$ cat src/rtl/alu_decode_if.sv
// Request/result bundle for alu_decode_stage: decode request fields in, ALU control code out.
// A transfer happens on a rising clock edge when valid & ready are both high; a producer holds
// valid and its payload stable until that edge, and ready may depend combinationally on the far side.
interface alu_decode_if #(
    parameter int CTRL_W  = 4,
    parameter int SHAMT_W = 5
);
    logic               in_valid;
    logic               in_ready;
    logic [1:0]         alu_op;
    logic [2:0]         funct3;
    logic               funct7b5;
    logic               op_b5;
    logic [SHAMT_W-1:0] shamt;
    logic               out_valid;
    logic               out_ready;
    logic [CTRL_W-1:0]  alu_ctrl;
    logic               illegal;
    logic               busy;

    modport master (
        output in_valid, alu_op, funct3, funct7b5, op_b5, shamt, out_ready,
        input  in_ready, out_valid, alu_ctrl, illegal, busy
    );

    modport slave (
        input  in_valid, alu_op, funct3, funct7b5, op_b5, shamt, out_ready,
        output in_ready, out_valid, alu_ctrl, illegal, busy
    );
endinterface

$ cat src/rtl/alu_decode_stage.sv
// ALU control decode stage with an IDLE/HOLD result buffer and optional multi-cycle shift timing.
// Define ALU_MULTICYCLE_SHIFT_EN to make shifts take ceil(shamt/SHIFT_STEP) cycles via a SHIFT state.
module alu_decode_stage #(
    parameter int CTRL_W     = 4,
    parameter int SHAMT_W    = 5,
    parameter int SHIFT_STEP = 1
) (
    input  logic       clk,
    input  logic       rst_n,
    alu_decode_if.slave bus,
    output logic [1:0] dbg_state
);

    localparam logic [3:0] OP_ADD  = 4'd0;
    localparam logic [3:0] OP_SUB  = 4'd1;
    localparam logic [3:0] OP_AND  = 4'd2;
    localparam logic [3:0] OP_OR   = 4'd3;
    localparam logic [3:0] OP_XOR  = 4'd4;
    localparam logic [3:0] OP_SLT  = 4'd5;
    localparam logic [3:0] OP_SLTU = 4'd6;
    localparam logic [3:0] OP_SLL  = 4'd7;
    localparam logic [3:0] OP_SRL  = 4'd8;
    localparam logic [3:0] OP_SRA  = 4'd9;

`ifdef ALU_MULTICYCLE_SHIFT_EN
    typedef enum logic [1:0] {IDLE = 2'd0, SHIFT = 2'd1, HOLD = 2'd2} state_t;
`else
    typedef enum logic [1:0] {IDLE = 2'd0, HOLD = 2'd2} state_t;
`endif

    state_t            state;
    logic [CTRL_W-1:0] ctrl_q;
    logic              illegal_q;
    logic              out_valid_q;
    logic [3:0]        dec_ctrl;
    logic              dec_illegal;
    logic              in_ready_c;
    logic              accept;

    always_comb begin
        dec_ctrl    = OP_ADD;
        dec_illegal = 1'b0;
        case (bus.alu_op)
            2'b00: dec_ctrl = OP_ADD;
            2'b01: dec_ctrl = OP_SUB;
            2'b10: begin
                case (bus.funct3)
                    3'b000:  dec_ctrl = (bus.funct7b5 & bus.op_b5) ? OP_SUB : OP_ADD;
                    3'b001:  dec_ctrl = OP_SLL;
                    3'b010:  dec_ctrl = OP_SLT;
                    3'b011:  dec_ctrl = OP_SLTU;
                    3'b100:  dec_ctrl = OP_XOR;
                    3'b101:  dec_ctrl = bus.funct7b5 ? OP_SRA : OP_SRL;
                    3'b110:  dec_ctrl = OP_OR;
                    default: dec_ctrl = OP_AND;
                endcase
            end
            default: begin
                dec_ctrl    = OP_ADD;
                dec_illegal = 1'b1;
            end
        endcase
    end

    // Ready is held low during reset; in HOLD a new request may enter only as the result drains.
    assign in_ready_c = rst_n & ((state == IDLE) | ((state == HOLD) & bus.out_ready));
    assign accept     = bus.in_valid & in_ready_c;

`ifdef ALU_MULTICYCLE_SHIFT_EN
    localparam int CNT_W   = SHAMT_W + 1;
    localparam int STEP_LG = $clog2(SHIFT_STEP);

    logic [CNT_W-1:0] cnt;
    logic [CNT_W-1:0] dec_cycles;
    logic             dec_shift;
    logic             busy_q;

    assign dec_shift  = (dec_ctrl == OP_SLL) | (dec_ctrl == OP_SRL) | (dec_ctrl == OP_SRA);
    assign dec_cycles = (CNT_W'(bus.shamt) + CNT_W'(SHIFT_STEP - 1)) >> STEP_LG;

    always_ff @(posedge clk or negedge rst_n) begin
        if (!rst_n) begin
            state       <= IDLE;
            cnt         <= '0;
            ctrl_q      <= '0;
            illegal_q   <= 1'b0;
            out_valid_q <= 1'b0;
            busy_q      <= 1'b0;
        end else if (accept) begin
            ctrl_q    <= CTRL_W'(dec_ctrl);
            illegal_q <= dec_illegal;
            if (dec_shift && (dec_cycles > CNT_W'(1))) begin
                state       <= SHIFT;
                cnt         <= dec_cycles - CNT_W'(1);
                out_valid_q <= 1'b0;
                busy_q      <= 1'b1;
            end else begin
                state       <= HOLD;
                cnt         <= '0;
                out_valid_q <= 1'b1;
                busy_q      <= 1'b0;
            end
        end else begin
            case (state)
                SHIFT: begin
                    if (cnt == CNT_W'(1)) begin
                        state       <= HOLD;
                        cnt         <= '0;
                        out_valid_q <= 1'b1;
                        busy_q      <= 1'b0;
                    end else begin
                        cnt <= cnt - CNT_W'(1);
                    end
                end
                HOLD: begin
                    if (bus.out_ready) begin
                        state       <= IDLE;
                        out_valid_q <= 1'b0;
                    end
                end
                default: ;
            endcase
        end
    end

    assign bus.busy = busy_q;
`else
    logic unused_shamt;
    assign unused_shamt = ^bus.shamt;

    always_ff @(posedge clk or negedge rst_n) begin
        if (!rst_n) begin
            state       <= IDLE;
            ctrl_q      <= '0;
            illegal_q   <= 1'b0;
            out_valid_q <= 1'b0;
        end else if (accept) begin
            state       <= HOLD;
            ctrl_q      <= CTRL_W'(dec_ctrl);
            illegal_q   <= dec_illegal;
            out_valid_q <= 1'b1;
        end else if ((state == HOLD) && bus.out_ready) begin
            state       <= IDLE;
            out_valid_q <= 1'b0;
        end
    end

    assign bus.busy = 1'b0;
`endif

    assign bus.in_ready  = in_ready_c;
    assign bus.out_valid = out_valid_q;
    assign bus.alu_ctrl  = ctrl_q;
    assign bus.illegal   = illegal_q;
    assign dbg_state     = state;

endmodule

$ cat src/flat_wrapper.sv
// flat-port wrapper written by rule: the top's interface ports become plain ports
module alu_decode_stage_flat 
#(
    parameter int CTRL_W     = 4,
    parameter int SHAMT_W    = 5,
    parameter int SHIFT_STEP = 1
)
  (clk, rst_n, dbg_state, bus_in_valid, bus_alu_op, bus_funct3, bus_funct7b5, bus_op_b5, bus_shamt, bus_out_ready, bus_in_ready, bus_out_valid, bus_alu_ctrl, bus_illegal, bus_busy);
  alu_decode_if #(.CTRL_W(CTRL_W), .SHAMT_W(SHAMT_W)) bus_i ();
  input  logic clk;
  input  logic rst_n;
  output logic [1:0] dbg_state;
  input wire logic [$bits(bus_i.in_valid)-1:0] bus_in_valid;
  input wire logic [$bits(bus_i.alu_op)-1:0] bus_alu_op;
  input wire logic [$bits(bus_i.funct3)-1:0] bus_funct3;
  input wire logic [$bits(bus_i.funct7b5)-1:0] bus_funct7b5;
  input wire logic [$bits(bus_i.op_b5)-1:0] bus_op_b5;
  input wire logic [$bits(bus_i.shamt)-1:0] bus_shamt;
  input wire logic [$bits(bus_i.out_ready)-1:0] bus_out_ready;
  output wire logic [$bits(bus_i.in_ready)-1:0] bus_in_ready;
  output wire logic [$bits(bus_i.out_valid)-1:0] bus_out_valid;
  output wire logic [$bits(bus_i.alu_ctrl)-1:0] bus_alu_ctrl;
  output wire logic [$bits(bus_i.illegal)-1:0] bus_illegal;
  output wire logic [$bits(bus_i.busy)-1:0] bus_busy;
  assign bus_i.in_valid = bus_in_valid;
  assign bus_i.alu_op = bus_alu_op;
  assign bus_i.funct3 = bus_funct3;
  assign bus_i.funct7b5 = bus_funct7b5;
  assign bus_i.op_b5 = bus_op_b5;
  assign bus_i.shamt = bus_shamt;
  assign bus_i.out_ready = bus_out_ready;
  assign bus_in_ready = bus_i.in_ready;
  assign bus_out_valid = bus_i.out_valid;
  assign bus_alu_ctrl = bus_i.alu_ctrl;
  assign bus_illegal = bus_i.illegal;
  assign bus_busy = bus_i.busy;
  alu_decode_stage #(.CTRL_W(CTRL_W), .SHAMT_W(SHAMT_W), .SHIFT_STEP(SHIFT_STEP)) u_core (.clk(clk), .rst_n(rst_n), .bus(bus_i), .dbg_state(dbg_state));
endmodule
$ cat config.mk
export PLATFORM = sky130hd
export DESIGN_NAME = alu_decode_stage_flat
export DESIGN_NICKNAME = d
export VERILOG_FILES = /design/src/rtl/alu_decode_if.sv /design/src/rtl/alu_decode_stage.sv /design/src/flat_wrapper.sv
export SDC_FILE = /design/constraint.sdc
export NUM_CORES = 1
export LEC_CHECK = 0
export BUFFER_PORTS_ARGS = -buffer_cell sky130_fd_sc_hd__buf_2
export CAP_MARGIN = 0
export CORE_AREA = 2 2 39 41
export CTS_CLUSTER_SIZE = 16
export DETAILED_ROUTE_END_ITERATION = 8
export DIE_AREA = 0 0 41 43
export PLACE_DENSITY_LB_ADDON = 0.08
export REMOVE_ABC_BUFFERS = 1
export SLEW_MARGIN = 20
export SYNTH_ARGS = -nofsm -noshare
export SYNTH_HDL_FRONTEND = slang
export SYNTH_SLANG_ARGS = --single-unit
$ cat constraint.sdc
create_clock -name clk -period 1.4 [get_ports clk]
set_input_delay 0.07 -clock clk [delete_from_list [all_inputs] [get_ports clk]]
set_output_delay 0.07 -clock clk [all_outputs]
set_load 0.02 [all_outputs]
# Word level (Yosys, flattened, before mapping)
# Cells that the tools add are included.
# classes
bitwise_logic	5
n_reduce_logical	6
n_eq_ne	9
mux	9
# ops
op	count
case mux 4 bit (7 select lines)	1
== test 3 bit (second input constant)	3
case mux 4 bit (2 select lines)	1
== test 3 x 2 -> 1 bit (second input constant)	2
2-to-1 mux 1 bit	5
bitwise AND 1 bit	4
== test 2 bit (second input constant)	2
logical NOT 2 bit	2
2-to-1 mux 2 bit	2
== test 3 x 1 -> 1 bit (second input constant)	1
logical NOT 3 bit	1
OR reduction 3 bit	1
== test 2 x 1 -> 1 bit (second input constant)	1
nonzero test 2 bit	1
logical AND 1 bit	1
OR 1 bit	1
# totals
reg_bits	8
in_bits	16
wordCells	33
output_inout_bits	10

# Logic depth before layout (Yosys ltp)
# Gate-level depths: netlist (run 1).
# logic_depth
word_depth	6
mapped_depth	5
depth_no_buf	5

# Least setup slack after synthesis (run 1)
# No wires, ideal clock.
# synth_path
kind	flip-flop to flip-flop
startpoint	reg, netlist name u_core.bus.out_valid
endpoint	reg u_core.ctrl_q[0], in the netlist u_core.bus.alu_ctrl[0]
n_path_buf	0
slack_ns	0.222
setup_ns	0.125
arrival_time_ns	1.053
path_stages_with_launch	4
path_cell_list	dfrtp_1 nand2b_1 nand3_2 mux2_2
# synth_rtl
element	line	text
end signal: assignment	alu_decode_stage.sv:139	ctrl_q <= CTRL_W'(dec_ctrl);
end: declaration	alu_decode_stage.sv:32	logic [CTRL_W-1:0] ctrl_q;

# Final worst setup path (run 1)
# layout_path
startpoint	in rst_n
endpoint	reg u_core.ctrl_q[3], in the netlist u_core.bus.alu_ctrl[3]
# layout_between
elab_chain_cells	2
# layout_lines
element	line	text
start: declaration	flat_wrapper.sv:11	input logic rst_n;
bitwise AND 1 bit	alu_decode_stage.sv:66	assign in_ready_c = rst_n & ((state == IDLE) | ((state == HOLD) & bus.out_ready));
bitwise AND 1 bit	alu_decode_stage.sv:67	assign accept = bus.in_valid & in_ready_c;
# Every way passes these cells.
# A chain may end at the register's enable or synchronous reset.

==> run summary, run 1 <==
postcts setup bufs -> 0
Worst Hold Class -> primary input to register
Slowest-stage cell, CP -> dlygate4sd3_1
hold depth -> 3
fillcell total -> 159
synth warn -> 0
pwr/cell area -> 952 mW/mm^2
Final setup viols -> 0
Max Cap Viol -> 0
LEAKAGE -> 0.283 nW
#FFs+latches synth -> 6
post-CTS resize count -> 0
initial antenna violation count -> 0
min Tclk post-route -> 1180 ps
CP required -> 1530 ps
CTS sink cnt -> 6
CTS tree -> built
sequential element share of the synthesized area -> 38.8%
hold endpoint -> u_core.bus.alu_ctrl[3]
drt first-iter violations -> 6
critical path type -> primary input to register
Critical R2R Launch -> u_core.bus.out_valid
Max Buffers Root-to-Sink -> 2
top_reg_cell synth -> dfrtp_1
Reg2Reg Capture Point -> u_core.bus.alu_ctrl[3]
NumNets Final -> 80
number of diodes -> 0
GPL Wtd Cong -> 0.619
first-pass GRT wire length -> 1190 um
setup TNS -> 0 ps
Placement Cell Area -> 478 um^2
CP max FO -> 9
number of global-route vias before repair -> 303
port bufs -> 18
Max VDD drop -> 0.000253 V
worst skew pair latency -> 240 ps
Post-synth EDFFs -> 0
total CTS buffers -> 3
hold slack -> 106 ps
Critical Path End Type -> register
pin count of the biggest net entering global routing -> 10
area leader, netlist -> dfrtp_1
area share of the largest cell type after synthesis -> 38.8%
area of the multi-input gates -> 206 um^2
utilization after layout -> 36.9%
number of cells on the worst reg-to-reg path -> 3
Max H-tree Level -> 1
final worst-path cycle share -> 84.4%
Tot GR Track Use -> 10.6%
GRT Residual Overflow -> 0
Max stage delay on crit path -> 520 ps
Synth Cell Area -> 387 um^2
Post-Layout Inst Area -> 510 um^2
RSZ-0062 raised after global routing -> no
post-synthesis async set-or-reset flop share -> 100%
min-delay src -> bus_funct3[2]
status -> finished, final reports clean
sequential cell area -> 150 um^2
most common cell in the synthesized netlist -> dfrtp_1
Distinct cells, synth -> 20
Area contributors post-synth -> dfrtp_1, ha_1, buf_4, mux2_2, mux2i_1
DP HPWL -> 608 um
Final ANT Viol Nets -> 0
area grow syn2layout -> 32.0%
Tot Pwr -> 0.486 mW
Pre-antenna DRT Iters -> 2
die span in x -> 41 um
total vias in the final route -> 344
r2r setup slk -> 270 ps
synth cell count leaders -> dfrtp_1, nand2_1, buf_4, ha_1, inv_1
Initial Util -> 27.9%
Root Driver -> clkbuf_4
Arr. time, crit path -> 1320 ps
final WL -> 722 um
# rows -> 14
Max Slew Vio Count -> 0
I/O Pins -> 26
core area -> 0.00138 mm^2
Vias/cell -> 4.59
DR WL/cell -> 9.63 um
CP Launch Type -> primary input
Hold Violations, Final -> 0
Residual DRC -> 0
die height -> 43 um
Max Fclk -> 846 MHz
Cells after Synth -> 39
cells along the critical path -> dlygate4sd3_1, buf_2, nand3_2, o41ai_1
Avg Synthesized Cell Area -> 9.91 um^2
Clock Skew -> 0.658 ps
CTS clk-pin slew, worst paths -> 40 ps
share of layout cells above drive strength 1 -> 44.1%
DIE AREA -> 0.00176 mm^2
## per-layer routing
metal,part of all wire [%],vias to the layer above,track usage [%]
met3,7.3,0,1.57
met5,0,-,0
li1,-,174,-
met1,41,157,11.7
met4,0,0,12.0
met2,51,13,15.0
## through the flow
stage / setup slack (ps) / cells
CTS: 190 / 75
detailed placement: 236 / 71
finish: 218 / 75
floorplan: 86.1 / 37
global placement: 255 / 71
global route: 105 / 75
## area by class of cell
| class | instances | area share [%] |
|---|---|---|
| clock buffer | 3 | 4.41 |
| inverter | 3 | 2.21 |
| multi-input combinational | 28 | 40.4 |
| sequential | 6 | 29.4 |
| tap | 16 | 3.92 |
| timing repair buffer | 19 | 19.6 |
## kinds of logic after synthesis
logic type	share of synthesized area, %
flops	38.8
fa+ha+maj	9.71
buf+inv	8.74
mux	11.0
simple gates	17.8
other cells	0.970
compound gates	12.9
## sequential cells by signal, summed over array words and instances (netlist names)
signal	flops
u_core.bus.alu_ctrl	4
u_core.bus.illegal	1
u_core.bus.out_valid	1
## worst max-delay path: cells and delay by family
family	cells	cell delay (ps)
AOI/OAI and AO/OA	1	330
buffers and inverters	2	720
and+or+nand+nor	1	190
## power breakdown
group          switching (mW)  internal, mW
clock network          0.0600        0.0968
registers             0.00808         0.191
logic                  0.0774        0.0527
total                   0.145         0.341
## cells in the final DEF, fill, tap and decap left out, types with 2 or more instances in the layout
cell	netlist	layout
mux2i_1	2	2
dfrtp_1	6	6
o21ai_0	2	2
ha_1	3	3
nand2b_1	2	2
clkbuf_4	0	3
conb_1	1	2
buf_2	0	18
nand2_1	5	5
inv_1	3	3
mux2_2	2	2
## worst max-delay path by stage
| stage | to | start | cells after the start | slack [ps] |
|---|---|---|---|---|
| 2_1_floorplan | u_core.bus.alu_ctrl[0] | u_core.bus.out_valid | 3 | 90 |
| 5_1_grt | u_core.bus.alu_ctrl[3] | rst_n | 4 | 110 |
| 3_5_place_dp | u_core.bus.alu_ctrl[3] | u_core.bus.out_valid | 3 | 240 |
| 4_1_cts | u_core.bus.alu_ctrl[3] | rst_n | 4 | 190 |
| 6_report | u_core.bus.alu_ctrl[3] | rst_n | 4 | 220 |
| 3_3_place_gp | u_core.bus.alu_ctrl[3] | bus_alu_op[0] | 5 | 250 |
## what timing repair did
action,4_1_cts,5_1_grt
hold buffers,1,0
hold endpoints to repair,6,0
setup endpoints to repair,0,0
No activity file was read; power rests on OpenSTA's default activity.
==> run 2, diff against run 1 <==
- clock period: 1.4 -> 1.1 ns (I/O delays scaled with it)
==> run summary, run 2 (synthesized netlist as in run 1, its figures left out) <==
initial antenna violation count -> 0 (unchanged)
Clk network pwr share -> 30.9% (-1.4 points)
DIE AREA -> 0.00176 mm^2 (unchanged)
Hold Violations, Final -> 0 (unchanged)
die height -> 43 um (unchanged)
first-pass GRT wire length -> 1150 um (-2.9%)
Max Slew Vio Count -> 0 (unchanged)
final worst-path cycle share -> 102%
drt first-iter violations -> 0 (-6)
area grow syn2layout -> 44.0%
number of global-route vias before repair -> 303 (unchanged)
Tot Pwr -> 0.634 mW (+31%)
GRT Residual Overflow -> 0 (unchanged)
CTS tree -> built
critical path type -> register to output pin
Post-Place Worst Slack -> -17.7 ps (-254 ps)
worst skew pair latency -> 240 ps (about the same)
Switching Fraction -> 29.3% (-0.65 points)
status -> finished, violations left
Critical Path End Type -> output pin
RSZ-0062 raised after global routing -> yes
# rows -> 14 (unchanged)
CP Launch Type -> register
total CTS buffers -> 3 (unchanged)
LEAKAGE -> 0.312 nW (+10%)
Pre-antenna DRT Iters -> 1 (-1)
pwr/cell area -> 1140 mW/mm^2 (+20%)
most frequent cells in the layout -> buf_2, dfrtp_1, nand2_1, buf_4
CTS sink cnt -> 6 (unchanged)
port bufs -> 18 (unchanged)
postcts setup bufs -> 0 (unchanged)
core area -> 0.00138 mm^2 (unchanged)
Flop pwr share -> 39.8% (-1.2 points)
CP max FO -> 3 (-6)
Final ANT Viol Nets -> 0 (unchanged)
Placed Cells -> 75 (+5.6%)
fin cells -> 79 (+5.3%)
final WL -> 737 um (+2.1%)
die span in x -> 41 um (unchanged)
Residual DRC -> 0 (unchanged)
Vias/cell -> 4.42 (-3.7%)
share of layout cells above drive strength 1 -> 50.8% (+6.7 points)
number of diodes -> 0 (unchanged)
Worst Hold Class -> primary input to register
total vias in the final route -> 349 (+1.5%)
CTS clk-pin slew, worst paths -> 40 ps (about the same)
Max Fclk -> 887 MHz
Root Driver -> clkbuf_4
Max Buffers Root-to-Sink -> 2 (unchanged)
commonest non-fill, non-tap cell in the layout -> buf_2
Max H-tree Level -> 1 (unchanged)
pin count of the biggest net entering global routing -> 10 (unchanged)
switching pwr -> 0.186 mW (+28%)
fillcell total -> 147 (-7.5%)
r2r setup slk -> -10 ps (-280 ps)
Comb power frac -> 29.3% (+2.5 points)
Max Cap Viol -> 0 (unchanged)
Arr. time, crit path -> 1070 ps (-250 ps)
min Tclk post-route -> 1130 ps
setup TNS -> -41.2 ps (-41.2 ps)
DR WL/cell -> 9.33 um (-3.1%)
final worst setup slack -> -27.0 ps (-245 ps)
NumNets Final -> 84 (+5.0%)
Max VDD drop -> 0.000328 V (+29%)
number of flip-flops in the largest register -> 4 (unchanged)
Tot GR Track Use -> 10.1% (-0.49 points)
utilization after layout -> 40.2% (+3.3 points)
GPL Wtd Cong -> 0.607 (-2.0%)
Pint -> 0.449 mW (+32%)
Initial Util -> 27.9% (unchanged)
CP required -> 1040 ps (-490 ps)
I/O Pins -> 26 (unchanged)
Final setup viols -> 3 (+3)
failing checks -> setup timing
Clock Skew -> 0.472 ps (-0.186 ps)
==> run 2: cell types whose count changed in the layout (fill, tap and decap cells not counted) <==
cell	change
buf_6	+1
and2_4	+1
buf_2	-1
and2_1	-1
buf_4	+4
o41ai_1	-1
o41ai_2	+1
==> run 2: power groups by stage <==
stage | Sequential (mW) | Clock [mW] | Combinational, mW
finish | 0.253 | 0.196 | 0.186
CTS | 0.253 | 0.213 | 0.187
global route | 0.256 | 0.217 | 0.206
global placement | 0.256 | 0 | 0.177
floorplan | 0.290 | 0 | 0.0638
detailed placement | 0.257 | 0 | 0.177
==> run 2: final cells by class <==
class	count	area (um^2)	share of cell area [%]
Multi-Input combinational cell	28	216	38.9
Sequential cell	6	150	27.0
Timing Repair Buffer	23	136	24.5
Clock buffer	3	22.5	4.04
Tap cell	16	20.0	3.60
Inverter	3	11.3	2.02
==> run 2: per-layer routing <==
metal / global-route usage (%) / routed length (um) / up-vias
met5: 0 / 0 / -
met4: 12.0 / 0 / 0
met3: 1.57 / 54 / 0
met2: 13.8 / 363 / 13
met1: 11.4 / 320 / 158
li1: - / - / 178
==> run 2: worst paths after layout <==
check                      cells past startpoint                      to              startpoint
max                                            4            bus_in_ready    u_core.bus.out_valid
min                                            2  u_core.bus.alu_ctrl[3]           bus_funct3[1]
max reg2reg                                    3  u_core.bus.alu_ctrl[0]    u_core.bus.out_valid
min reg2reg                                    2  u_core.bus.alu_ctrl[1]  u_core.bus.alu_ctrl[1]
max in group asynchronous                      3      u_core.bus.illegal                   rst_n
min in group asynchronous                      3  u_core.bus.alu_ctrl[2]                   rst_n
==> run 2: metrics by stage <==
stage	hold slack (ps)	cell area [um^2]
after detailed placement	-19.3	508
after CTS	84.7	549
after global routing	112	557
after floorplan	-241	368
after global placement	-17.3	508
final	96.7	557
==> run 2: repair_timing <==
| item | 4_1_cts | 5_1_grt |
|---|---|---|
| gates resized for setup | 3 | 1 |
| endpoints found under the hold margin | 6 | 0 |
| pin swaps | 0 | 1 |
| endpoints found under the setup margin | 4 | 5 |
| hold buffers | 1 | 0 |
==> run 2: critical path, cell delays in order (launching register included) <==
cell      delay (ps)
dfrtp_1          370
nand2b_1         110
buf_4            120
and2_4           120
buf_6            100
